### src/rtl/lsu_if.sv
// rtl/lsu_if.sv - data-bus request/grant/response bundle between the LSU and memory
interface lsu_if;
  logic        bus_req;
  logic        bus_we;
  logic [31:0] bus_addr;
  logic [3:0]  bus_be;
  logic [31:0] bus_wdata;
  logic        bus_gnt;
  logic        bus_rvalid;
  logic [31:0] bus_rdata;

  modport master (
    output bus_req, bus_we, bus_addr, bus_be, bus_wdata,
    input  bus_gnt, bus_rvalid, bus_rdata
  );

  modport slave (
    input  bus_req, bus_we, bus_addr, bus_be, bus_wdata,
    output bus_gnt, bus_rvalid, bus_rdata
  );
endinterface

### src/rtl/lsu.sv
// rtl/lsu.sv - load/store unit: funct3-decoded bus access, core stall, load lane extraction
// Optional watchdog on REQ/WAIT enabled by defining LSU_TIMEOUT_EN (limit TIMEOUT_CYCLES).
module lsu #(
  parameter int TIMEOUT_CYCLES = 255
) (
  input  logic        clk,
  input  logic        rst_n,
  input  logic        mem_read,
  input  logic        mem_write,
  input  logic [2:0]  funct3,
  input  logic [31:0] addr,
  input  logic [31:0] wdata,
  output logic        stall,
  output logic [31:0] rdata,
  output logic        rdata_valid,
  output logic        access_err,
  lsu_if.master       bus
);

  typedef enum logic [1:0] {IDLE, REQ, WAIT, DONE} state_t;

  state_t      state;
  state_t      state_next;
  logic        cmd;
  logic        cmd_we;
  logic        cmd_legal;
  logic [3:0]  cmd_be;
  logic [31:0] cmd_wdata;
  logic        we_q;
  logic        err_q;
  logic [2:0]  f3_q;
  logic [1:0]  a_q;
  logic [7:0]  lane_byte;
  logic [15:0] lane_half;
  logic [31:0] load_ext;
  logic        timeout;

  assign cmd    = mem_read | mem_write;
  assign cmd_we = mem_write & ~mem_read;

  always_comb begin
    cmd_legal = 1'b1;
    cmd_be    = 4'b0000;
    cmd_wdata = wdata;
    case (funct3)
      3'b000, 3'b100: begin
        cmd_be    = 4'b0001 << addr[1:0];
        cmd_wdata = {4{wdata[7:0]}};
      end
      3'b001, 3'b101: begin
        cmd_be    = 4'b0011 << {addr[1], 1'b0};
        cmd_wdata = {2{wdata[15:0]}};
        cmd_legal = ~addr[0];
      end
      3'b010: begin
        cmd_be    = 4'b1111;
        cmd_legal = (addr[1:0] == 2'b00);
      end
      default: cmd_legal = 1'b0;
    endcase
    // There is no unsigned store; SBU/SHU encodings are rejected.
    if (cmd_we && funct3[2]) cmd_legal = 1'b0;
  end

  assign lane_byte = bus.bus_rdata[{a_q, 3'b000} +: 8];
  assign lane_half = bus.bus_rdata[{a_q[1], 4'b0000} +: 16];

  always_comb begin
    load_ext = bus.bus_rdata;
    case (f3_q)
      3'b000:  load_ext = {{24{lane_byte[7]}}, lane_byte};
      3'b100:  load_ext = {24'h000000, lane_byte};
      3'b001:  load_ext = {{16{lane_half[15]}}, lane_half};
      3'b101:  load_ext = {16'h0000, lane_half};
      default: load_ext = bus.bus_rdata;
    endcase
  end

`ifdef LSU_TIMEOUT_EN
  localparam int CW = (TIMEOUT_CYCLES > 255) ? $clog2(TIMEOUT_CYCLES + 1) : 8;
  logic [CW-1:0] wd_cnt;

  assign timeout = ((state == REQ && !bus.bus_gnt) || (state == WAIT && !bus.bus_rvalid))
                   && (wd_cnt == CW'(TIMEOUT_CYCLES - 1));

  always_ff @(posedge clk or negedge rst_n) begin
    if (!rst_n) begin
      wd_cnt <= '0;
    end else if (state_next != state && (state_next == REQ || state_next == WAIT)) begin
      wd_cnt <= '0;
    end else if (state == REQ || state == WAIT) begin
      wd_cnt <= wd_cnt + 1'b1;
    end
  end
`else
  wire [31:0] unused_timeout_cycles = TIMEOUT_CYCLES;
  assign timeout = 1'b0;
`endif

  always_comb begin
    state_next = state;
    case (state)
      IDLE: if (cmd) state_next = cmd_legal ? REQ : DONE;
      REQ: begin
        if (bus.bus_gnt)  state_next = WAIT;
        else if (timeout) state_next = DONE;
      end
      WAIT: begin
        if (bus.bus_rvalid) state_next = DONE;
        else if (timeout)   state_next = DONE;
      end
      DONE:    state_next = IDLE;
      default: state_next = IDLE;
    endcase
  end

  // Low in DONE so the core retires the memory instruction at the end of that cycle.
  assign stall       = rst_n & (((state == IDLE) & cmd) | (state == REQ) | (state == WAIT));
  assign rdata_valid = (state == DONE) & ~err_q & ~we_q;
  assign access_err  = (state == DONE) & err_q;

  always_ff @(posedge clk or negedge rst_n) begin
    if (!rst_n) begin
      state         <= IDLE;
      we_q          <= 1'b0;
      err_q         <= 1'b0;
      f3_q          <= 3'b000;
      a_q           <= 2'b00;
      rdata         <= '0;
      bus.bus_req   <= 1'b0;
      bus.bus_we    <= 1'b0;
      bus.bus_addr  <= '0;
      bus.bus_be    <= 4'b0000;
      bus.bus_wdata <= '0;
    end else begin
      state       <= state_next;
      bus.bus_req <= (state_next == REQ);
      if (state == IDLE && cmd) begin
        we_q  <= cmd_we;
        err_q <= ~cmd_legal;
        f3_q  <= funct3;
        a_q   <= addr[1:0];
        if (cmd_legal) begin
          bus.bus_we    <= cmd_we;
          bus.bus_addr  <= {addr[31:2], 2'b00};
          bus.bus_be    <= cmd_be;
          bus.bus_wdata <= cmd_wdata;
        end else begin
          rdata <= '0;
        end
      end
      if (state == WAIT && bus.bus_rvalid && !we_q) rdata <= load_ext;
      if (timeout) begin
        err_q <= 1'b1;
        rdata <= '0;
      end
    end
  end

endmodule

### src/flat_wrapper.sv
// flat-port wrapper written by rule: the top's interface ports become plain ports
module lsu_flat 
#(
  parameter int TIMEOUT_CYCLES = 255
)
  (clk, rst_n, mem_read, mem_write, funct3, addr, wdata, stall, rdata, rdata_valid, access_err, bus_bus_req, bus_bus_we, bus_bus_addr, bus_bus_be, bus_bus_wdata, bus_bus_gnt, bus_bus_rvalid, bus_bus_rdata);
  lsu_if bus_i ();
  input  logic clk;
  input  logic rst_n;
  input  logic mem_read;
  input  logic mem_write;
  input  logic [2:0] funct3;
  input  logic [31:0] addr;
  input  logic [31:0] wdata;
  output logic stall;
  output logic [31:0] rdata;
  output logic rdata_valid;
  output logic access_err;
  output wire logic [$bits(bus_i.bus_req)-1:0] bus_bus_req;
  output wire logic [$bits(bus_i.bus_we)-1:0] bus_bus_we;
  output wire logic [$bits(bus_i.bus_addr)-1:0] bus_bus_addr;
  output wire logic [$bits(bus_i.bus_be)-1:0] bus_bus_be;
  output wire logic [$bits(bus_i.bus_wdata)-1:0] bus_bus_wdata;
  input wire logic [$bits(bus_i.bus_gnt)-1:0] bus_bus_gnt;
  input wire logic [$bits(bus_i.bus_rvalid)-1:0] bus_bus_rvalid;
  input wire logic [$bits(bus_i.bus_rdata)-1:0] bus_bus_rdata;
  assign bus_bus_req = bus_i.bus_req;
  assign bus_bus_we = bus_i.bus_we;
  assign bus_bus_addr = bus_i.bus_addr;
  assign bus_bus_be = bus_i.bus_be;
  assign bus_bus_wdata = bus_i.bus_wdata;
  assign bus_i.bus_gnt = bus_bus_gnt;
  assign bus_i.bus_rvalid = bus_bus_rvalid;
  assign bus_i.bus_rdata = bus_bus_rdata;
  lsu #(.TIMEOUT_CYCLES(TIMEOUT_CYCLES)) u_core (.clk(clk), .rst_n(rst_n), .mem_read(mem_read), .mem_write(mem_write), .funct3(funct3), .addr(addr), .wdata(wdata), .stall(stall), .rdata(rdata), .rdata_valid(rdata_valid), .access_err(access_err), .bus(bus_i));
endmodule
### config.mk
export PLATFORM = sky130hd
export DESIGN_NAME = lsu_flat
export DESIGN_NICKNAME = d
export VERILOG_FILES = /design/src/rtl/lsu_if.sv /design/src/rtl/lsu.sv /design/src/flat_wrapper.sv
export SDC_FILE = /design/constraint.sdc
export NUM_CORES = 1
export LEC_CHECK = 0
export BUFFER_PORTS_ARGS = -buffer_cell sky130_fd_sc_hd__buf_2
export CAP_MARGIN = 20
export CORE_ASPECT_RATIO = 0.9
export CORE_MARGIN = 1.5
export CORE_UTILIZATION = 50
export DETAILED_ROUTE_END_ITERATION = 7
export PLACE_DENSITY = 0.8
export SLEW_MARGIN = 20
export SYNTH_ARGS = -nofsm -noshare
export SYNTH_HDL_FRONTEND = slang
export SYNTH_SLANG_ARGS = --single-unit
### constraint.sdc
create_clock -name clk -period 3.8 [get_ports clk]
set_input_delay 0.57 -clock clk [delete_from_list [all_inputs] [get_ports clk]]
set_output_delay 0.57 -clock clk [all_outputs]
set_load 0.02 [all_outputs]
## Yosys cells after proc, flatten, opt, wreduce, memory -nomap -nowiden

Cells that the tools add are included.

| word-level totals | value |
|---|---|
| register bits after elaboration | 109 |
| latch bits | 0 |
| bits in writable memories | 0 |
| ROM bits | 0 |
| input bits | 105 |
| output and inout port bits | 105 |
| logic and storage cells | 68 |
| memories kept | 0 |

| operators by class | value |
|---|---|
| add/subtract/negate cells | 0 |
| multiply operators | 0 |
| div/mod/pow operators | 0 |
| $lt $le $gt $ge | 0 |
| eq/ne operators | 12 |
| shift operators | 4 |
| muxes and demuxes | 13 |
| bitwise gates (word level) | 14 |
| reduce and logical (&&, ||, !) cells | 14 |

Operators with widths:

| operator | number |
|---|---|
| case mux 32 bit (4 select lines) | 1 |
| two-way mux 32 bit | 3 |
| case mux 32 bit (2 select lines) | 1 |
| variable part select 32 x 6 -> 16 bit | 1 |
| variable part select 32 x 6 -> 8 bit | 1 |
| == test 3 bit (second input constant) | 4 |
| case mux 4 bit (3 select lines) | 1 |
| two-way mux 2 bit | 4 |
| case mux 2 bit (4 select lines) | 1 |
| bitwise AND 1 bit | 6 |
| == test 3 x 1 -> 1 bit (second input constant) | 2 |
| logical NOT 3 bit | 2 |
| NOT 1 bit | 5 |
| == test 2 x 1 -> 1 bit (second input constant) | 2 |
| == test 2 bit (second input constant) | 2 |
| logical AND 1 bit | 4 |
| logical NOT 2 bit | 2 |
| AND reduction 2 bit | 2 |
| OR reduction 2 bit | 2 |
| << shifter 1 x 2 -> 4 bit (first input constant) | 1 |
| << shifter 2 x 2 -> 4 bit (first input constant) | 1 |
| == test 3 x 2 -> 1 bit (second input constant) | 1 |
| OR 1 bit | 3 |
| case mux 1 bit (3 select lines) | 1 |
| 4 further kinds | 4 |

## Logic depth before layout (Yosys ltp)

Gate-level depths: netlist (run 1).

| logic depth | value |
|---|---|
| depth after elaboration | 8 |
| depth in mapped cells | 7 |
| mapped depth without buffers | 4 |

## Worst setup path before layout (run 1)

Ideal clock, no wire load.

| timing path | value |
|---|---|
| path type | input port to flip-flop |
| start point | in funct3[0] |
| end point | reg u_core.bus.bus_addr[28] |
| library setup time | 0.125 ns |
| arrival time | 1.955 ns |
| path slack | 1.720 ns |
| stages | 7 |
| cell sequence | buf_2 > nor4_2 > o221ai_2 > nor2_2 > buf_6 > buf_6 > mux2_2 |

| on the way | value |
|---|---|
| cells in the longest elaborated chain, start to end | 5 |
| elaborated cells between the ends (all ways) | 10 |
| classes of those cells | eq/ne (4); mux (2); reduce/logical (4) |

RTL lines:

| what | line | text |
|---|---|---|
| start, declared | flat_wrapper.sv:12 | `input logic [2:0] funct3;` |
| == test 3 x 1 -> 1 bit, or another cell as far along | lsu.sv:45 | `case (funct3)` |
| OR reduction 2 bit | lsu.sv:45 |  |
| case mux 1 bit (3 select lines) (*) | lsu.sv:45 |  |
| two-way mux 1 bit (*) | lsu.sv:62 | `if (cmd_we && funct3[2]) cmd_legal = 1'b0;` |
| AND reduction 2 bit (no line) (*) | - |  |
| end signal, assigned | lsu.sv:145 | `bus.bus_addr <= {addr[31:2], 2'b00};` |
| end, declared | lsu_if.sv:13 | `output bus_req, bus_we, bus_addr, bus_be, bus_wdata,` |

Mark *: on every way between the ends. The rest lies on a longest branch, timed or not.
A chain may end at the register's enable or synchronous reset.

## Final worst setup path (run 1)

| timing path | value |
|---|---|
| start point | in funct3[0] |
| end point | reg u_core.bus.bus_wdata[27] |

| on the way | value |
|---|---|
| cells in the longest elaborated chain, start to end | 5 |
| elaborated cells between the ends (all ways) | 11 |
| classes of those cells | eq/ne (4); mux (3); reduce/logical (4) |

RTL lines:

| what | line | text |
|---|---|---|
| == test 3 x 1 -> 1 bit, or another cell as far along | lsu.sv:45 |  |
| OR reduction 2 bit | lsu.sv:45 |  |
| case mux 1 bit (3 select lines) | lsu.sv:45 |  |
| two-way mux 1 bit | lsu.sv:62 |  |
| AND reduction 2 bit (no line) | - |  |
| end signal, assigned | lsu.sv:147 | `bus.bus_wdata <= cmd_wdata;` |
| end, declared | lsu_if.sv:13 |  |

Parallel ways exist; a longest one is shown, timed or not.

==> results.md, run 1 <==
* Met1 Use GR at 0.2921
* CP endpoint kind: flop
* Largest area contributor in the netlist: dfrtp_1
* Reg clk slew, reported paths at 0.09 ns
* Port Buf Inserts at 207
* Final Core Density at 0.6480
* HPWL after detailed placement at 10.21 mm
* Largest stage delay on the critical path at 0.59 ns
* N_diodes at 0
* Cells along the critical path: buf_2 > nor4_2 > o221ai_2 > nor2_4 > buf_4 > mux2_2
* Vias in the first global route at 4,102
* Most common cell in the netlist: dfrtp_1
* I/O Pins at 210
* # fillers at 801
* Achievable Freq at 0.4053 GHz
* Mapped cell area at 5174 um2
* Seq cells post-synth at 109
* CTS tree: built
* Die area at 10,970 um2
* Num Clock Sinks at 109
* Met2 usage at 0.4357
* Total of max-cap violations at 0
* Crit-path leading delay family: simple AND/OR/NAND/NOR gates
* Mapped Cells at 419
* Die X at 110.2 um
* Most used DFF post-synth: dfrtp_1
* Crit path depth at 6
* First-pass GRT wire length at 20.76 mm
* Peak VDD IR at 0.0004708 V
* Slowest CP cell: nor2_4
* CTS H-tree depth at 3
* CTS root buffer: clkbuf_16
* GRT met3 Usage at 0.08716
* Period utilisation layout at 0.6493
* Die height at 99.50 um
* Worst Path Buf+Inv at 2
* First-pass DRT Iterations at 4
* Worst setup path category: in -> reg
* Relative slew slack at 0.2947
* WL/cell at 18.15 um
* Setup Fix Bufs, Post-CTS at 0
* GRT Overall Usage at 0.2490
* Routed Antenna Nets at 0
* Post-Syn Area per Cell at 12.35 um2
* CTS resizes at 0
* Top cell type's share of synthesized area at 0.5272
* Seq/Total Area, Yosys at 0.5272
* Initial Utilization at 0.5092
* Drt first-iter violations at 160
* Largest net degree at the start of global routing at 57
* CTS buffer count at 9
* Top cells by area, synth: dfrtp_1, mux2_2, a221o_1
* Routed WL at 13.59 mm
* RSZ-0062 raised after global routing: no
* Via-per-instance ratio at 5.527
* Post-route setup TNS at 0 ns
* Synth-to-Final Area Change at 27.26%
* Initial antenna violation count at 1
* Status: complete, no violations
* Post-synth top cells: dfrtp_1, mux2_2, nand2_1
* Layout cells sized above 1 at 0.5339
* Post-synth EDFFs at 0
* Worst Setup Start Kind: input pin
* Global routing's busiest layer: met2
* Fin nets at 720
* GRT overflow at 0
* LEAKAGE at 3.237 nW
* GP Congestion at 0.8167
* Max-slew violations at 0
* Crit path time final at 2.467 ns
* Post-synth cell types at 41
* Bufs on Longest Clock Path at 2
* Register-to-Register Path Depth at 6
* PD cells at 847.1 nW/um2
* Hold Path Class: in -> async
* Arrival @ worst endpoint at 2.70 ns
* Post-synthesis async set-or-reset flop share at 1.000
* Max Clock Skew at 0.01377 ns
* Final Hold Vio Count at 0
* Routed vias at 4,140
* Site row count at 35
* Place WS at 0.9807 ns
* Core Box Area at 10,160 um2
* Worst path required time at 4.03 ns
* Count of final setup violators at 0
* Worst-Margin Slew at 1.058 ns
* DRC at 0
* Worst skew pair latency at 0.35 ns
* Warnings, synthesis at 0
* CP Max Fanout at 25
* Post-CTS Hold Fix Bufs at 0
* Worst setup slack after layout at 1.333 ns
stage by stage:
step	power [mW]	hold slack (ns)	instances	instance area, um2
6_report	5.577	0.2688	749	6584
5_1_grt	5.903	0.3095	749	6584
4_1_cts	5.620	0.2782	749	6584
3_5_place_dp	4.648	0.4750	733	6276
3_3_place_gp	4.535	0.4696	733	6276
2_1_floorplan	3.757	0.2744	420	5177
kinds of logic (layout without fill, tap and decap cells):
family | after synthesis | count (layout) | synth area share
mux | 103 | 103 | 0.2249
flops | 109 | 109 | 0.5272
buf+inv | 39 | 239 | 0.03869
other cells | 1 | 2 | 0.0007248
simple gates | 74 | 74 | 0.07763
compound gates | 93 | 93 | 0.1308
power breakdown:
group          internal, mW  switching, mW  total, mW
Sequential             1.70          0.387       2.09
Combinational          1.07           1.47       2.54
Clock                 0.476          0.478      0.955
Total                  3.24           2.34       5.58
routing by layer:
layer | up-vias | wire length [um]
li1 | 1941 | -
met1 | 2027 | 5214
met2 | 160 | 6940
met3 | 10 | 1298
met4 | 2 | 128
met5 | - | 12
layout by cell type, fill, tap and decap left out, drive strengths merged, types with 8 or more instances in the layout:
cell type,count
dfrtp,109
o21ai,22
buf,216
a221o,19
nand2,29
nor2b,9
mux2,86
inv,12
clkbuf,9
o22ai,8
mux2i,15
nor2,12
a21oi,18
cell type report:
class,count,area (um2),share of cell area
Clock buffer,9,225.2,0.03421
Clock inverter,7,82.58,0.01254
Inverter,7,26.28,0.003991
Multi-Input combinational cell,272,2255,0.3425
Sequential cell,109,2728,0.4143
Tap cell,129,161.4,0.02452
Timing Repair Buffer,216,1106,0.1680
final timing paths:
kind,startpoint,endpoint,slack [ns]
max in group asynchronous,rst_n,u_core.rdata[28],2.37
min reg2reg,u_core.rdata[3],u_core.rdata[3],0.49
min in group clk,addr[21],u_core.bus.bus_addr[21],0.46
max reg2reg,u_core.state[0],u_core.bus.bus_wdata[27],1.39
max,funct3[0],u_core.bus.bus_wdata[27],1.33
min,rst_n,u_core.bus.bus_wdata[14],0.27
state kept, by name, summed over array words and instances (netlist names):
name,cells
u_core.err_q,1
u_core.bus.bus_addr,30
u_core.bus.bus_req,1
u_core.rdata,32
u_core.bus.bus_wdata,32
u_core.bus.bus_be,4
u_core.we_q,1
u_core.bus.bus_we,1
u_core.state,2
u_core.f3_q,3
u_core.a_q,2
Power figures use the tool's default switching activity.
==> run 2, diff against run 1 <==
--- a/config.mk
+++ b/config.mk
@@ -9,9 +9,9 @@
 export CAP_MARGIN = 20
 export CORE_ASPECT_RATIO = 0.9
 export CORE_MARGIN = 1.5
-export CORE_UTILIZATION = 50
+export CORE_UTILIZATION = 49
 export DETAILED_ROUTE_END_ITERATION = 7
-export PLACE_DENSITY = 0.8
+export PLACE_DENSITY = 0.79
 export SLEW_MARGIN = 20
 export SYNTH_ARGS = -nofsm -noshare
 export SYNTH_HDL_FRONTEND = slang
==> constraint.sdc (replaced) <==
create_clock -name clk -period 2.49 [get_ports clk]
set_input_delay 0.3735 -clock clk [delete_from_list [all_inputs] [get_ports clk]]
set_output_delay 0.3735 -clock clk [all_outputs]
set_load 0.02 [all_outputs]
==> run 2 against run 1 <==
Combinational power up 54%. Final area is 0.72% higher. Non-clock buffer count up 4. First-iteration DRC count is 76% higher. Largest cell class unchanged. Die area is 2.0% higher. Via count increased by 1.2%. Clock skew shrank 0.0090 ns. Sequential power up 50%.
==> results.md, run 2 (synthesis gave the netlist of run 1 again) <==
* # fillers at 806 (+0.62%)
* Crit-path leading delay family: buffers and inverters
* LEAKAGE at 3.255 nW (+0.57%)
* Initial Utilization at 0.5049 (-0.004352)
* Via-per-instance ratio at 5.557 (+0.54%)
* Crit path depth at 5 (-1)
* Worst-Margin Slew at 0.8788 ns (-0.1792 ns)
* Final Hold Vio Count at 0 (unchanged)
* Worst setup path category: in -> out
* Initial antenna violation count at 0 (-1)
* First-pass GRT wire length at 21.23 mm (+2.3%)
* RSZ-0062 raised after global routing: no
* Layout cells sized above 1 at 0.5353 (+0.001385)
* Arrival @ worst endpoint at 1.69 ns (-1.01 ns)
* Vias in the first global route at 4,295 (+4.7%)
* Most frequent cells in the layout: buf_2, dfrtp_1, mux2_2
* CTS buffer count at 9 (unchanged)
* CTS H-tree depth at 3 (unchanged)
* WL/cell at 17.29 um (-4.7%)
* Reg2reg start: u_core.state[1]
* GRT overflow at 0 (unchanged)
* CP Max Fanout at 33 (+32%)
* Total of max-cap violations at 0 (unchanged)
* CTS tree: built
* CTS resizes at 0 (unchanged)
* Hold Path Class: in -> reg
* Hold endpoint: u_core.bus.bus_addr[30]
* Register-to-Register Path Depth at 4 (-2)
* Period utilisation layout at 0.8282
* Cells along the critical path: dlygate4sd3_1 > buf_4 > nand2_1 > a21oi_1 > buf_2
* Core Box Area at 10,250 um2 (+0.86%)
* Die area at 11,180 um2 (+2.0%)
* DRC at 0 (unchanged)
* Crit path time final at 2.062 ns
* WHS Path Cells at 2
* Peak VDD IR at 0.0009781 V (+110%)
* First-pass DRT Iterations at 4 (unchanged)
* Relative slew slack at 0.4098 (+0.1151)
* Site row count at 35 (unchanged)
* Num Clock Sinks at 109 (unchanged)
* GP Congestion at 0.8305 (+1.7%)
* Achievable Freq at 0.4849 GHz
* Max-slew violations at 0 (unchanged)
* Worst reg-to-reg setup slack at 0.43 ns (-0.96 ns)
* Worst path required time at 2.12 ns (-1.91 ns)
* Port Buf Inserts at 207 (unchanged)
* Setup Fix Bufs, Post-CTS at 0 (unchanged)
* PD cells at 1285 nW/um2 (+52%)
* Post-route setup TNS at 0 ns (unchanged)
* CP endpoint kind: primary output
* Slowest CP cell: dlygate4sd3_1
* Fin nets at 724 (+0.56%)
* Overall Power at 8.520 mW (+53%)
* Largest registers: u_core.bus.bus_wdata (32), u_core.rdata (32), u_core.bus.bus_addr (30)
* Worst Path Buf+Inv at 3 (+1)
* Routed vias at 4,190 (+1.2%)
* DP Area at 6311 um2 (+0.56%)
* Routed WL at 13.04 mm (-4.1%)
* Count of final setup violators at 0 (unchanged)
* CTS root buffer: clkbuf_16
* Hold Crit Start: addr[30]
* Max Clock Skew at 0.004754 ns (-0.009013 ns)
* I/O Pins at 210 (unchanged)
* HPWL after detailed placement at 9.650 mm (-5.5%)
* Worst Setup Start Kind: input pin
* Drt first-iter violations at 281 (+76%)
* Most common library cell in the layout ignoring fill and taps: buf_2
* Critical path origin: rst_n
* Post-CTS Hold Fix Bufs at 1 (+1)
* Fin area at 6631 um2 (+0.72%)
* Die height at 100.5 um (+0.98%)
* Synth-to-Final Area Change at 28.17%
* Largest net degree at the start of global routing at 69 (+21%)
* Die X at 111.3 um (+0.99%)
* GRT Overall Usage at 0.2366 (-0.01234)
* R2r endpoint: u_core.rdata[26]
* Routed Antenna Nets at 0 (unchanged)
* Reg clk slew, reported paths at 0.07 ns (-0.02 ns)
* Status: complete, no violations
* Largest stage delay on the critical path at 0.53 ns (-0.06 ns)
* Worst skew pair latency at 0.35 ns (about the same)
* Bufs on Longest Clock Path at 2 (unchanged)
## run 2: layer usage
metal / vias up / wire (um) / GRT usage
li1: 1947 / - / -
met1: 2049 / 5366 / 0.2949
met2: 170 / 6256 / 0.3870
met3: 24 / 1147 / 0.08659
met4: 0 / 268 / 0.07790
met5: - / 0 / 0
## run 2: how the worst max path moves through the flow
| stage | endpoint | slack (ns) |
|---|---|---|
| after floorplan | u_core.bus.bus_addr[28] | 0.61 |
| after global placement | u_core.bus.bus_addr[9] | 0.48 |
| after detailed placement | u_core.bus.bus_addr[17] | 0.40 |
| after CTS | stall | 0.39 |
| after global routing | u_core.rdata[31] | 0.30 |
| final | stall | 0.43 |
## run 2: power by group
| group | leakage, nW | internal [mW] | total, mW | switching (mW) |
|---|---|---|---|---|
| combinational | 1.75 | 1.64 | 3.91 | 2.27 |
| sequential | 1.36 | 2.59 | 3.14 | 0.542 |
| clock | 0.145 | 0.797 | 1.47 | 0.676 |
## run 2: layout make-up
type / instances / area (um2) / share of cell area
clock inverter: 7 / 82.58 / 0.01245
timing repair buffer: 220 / 1151 / 0.1736
antenna: 1 / 2.502 / 0.0003774
clock buffer: 9 / 225.2 / 0.03396
sequential: 109 / 2728 / 0.4113
tap: 129 / 161.4 / 0.02434
inverter: 7 / 26.28 / 0.003962
multi-input combinational: 272 / 2255 / 0.3400
## run 2: metrics by stage
| step | hold WS [ns] | worst slack [ns] | cells | utilization |
|---|---|---|---|---|
| after floorplan | 0.07791 | 0.6063 | 420 | - |
| after global placement | 0.3358 | 0.4777 | 736 | 0.6159 |
| after detailed placement | 0.3376 | 0.4037 | 736 | 0.6159 |
| after CTS | 0.2433 | 0.3881 | 753 | 0.6469 |
| after global routing | 0.2436 | 0.3023 | 753 | 0.6469 |
| final | 0.2580 | 0.4278 | 754 | 0.6471 |
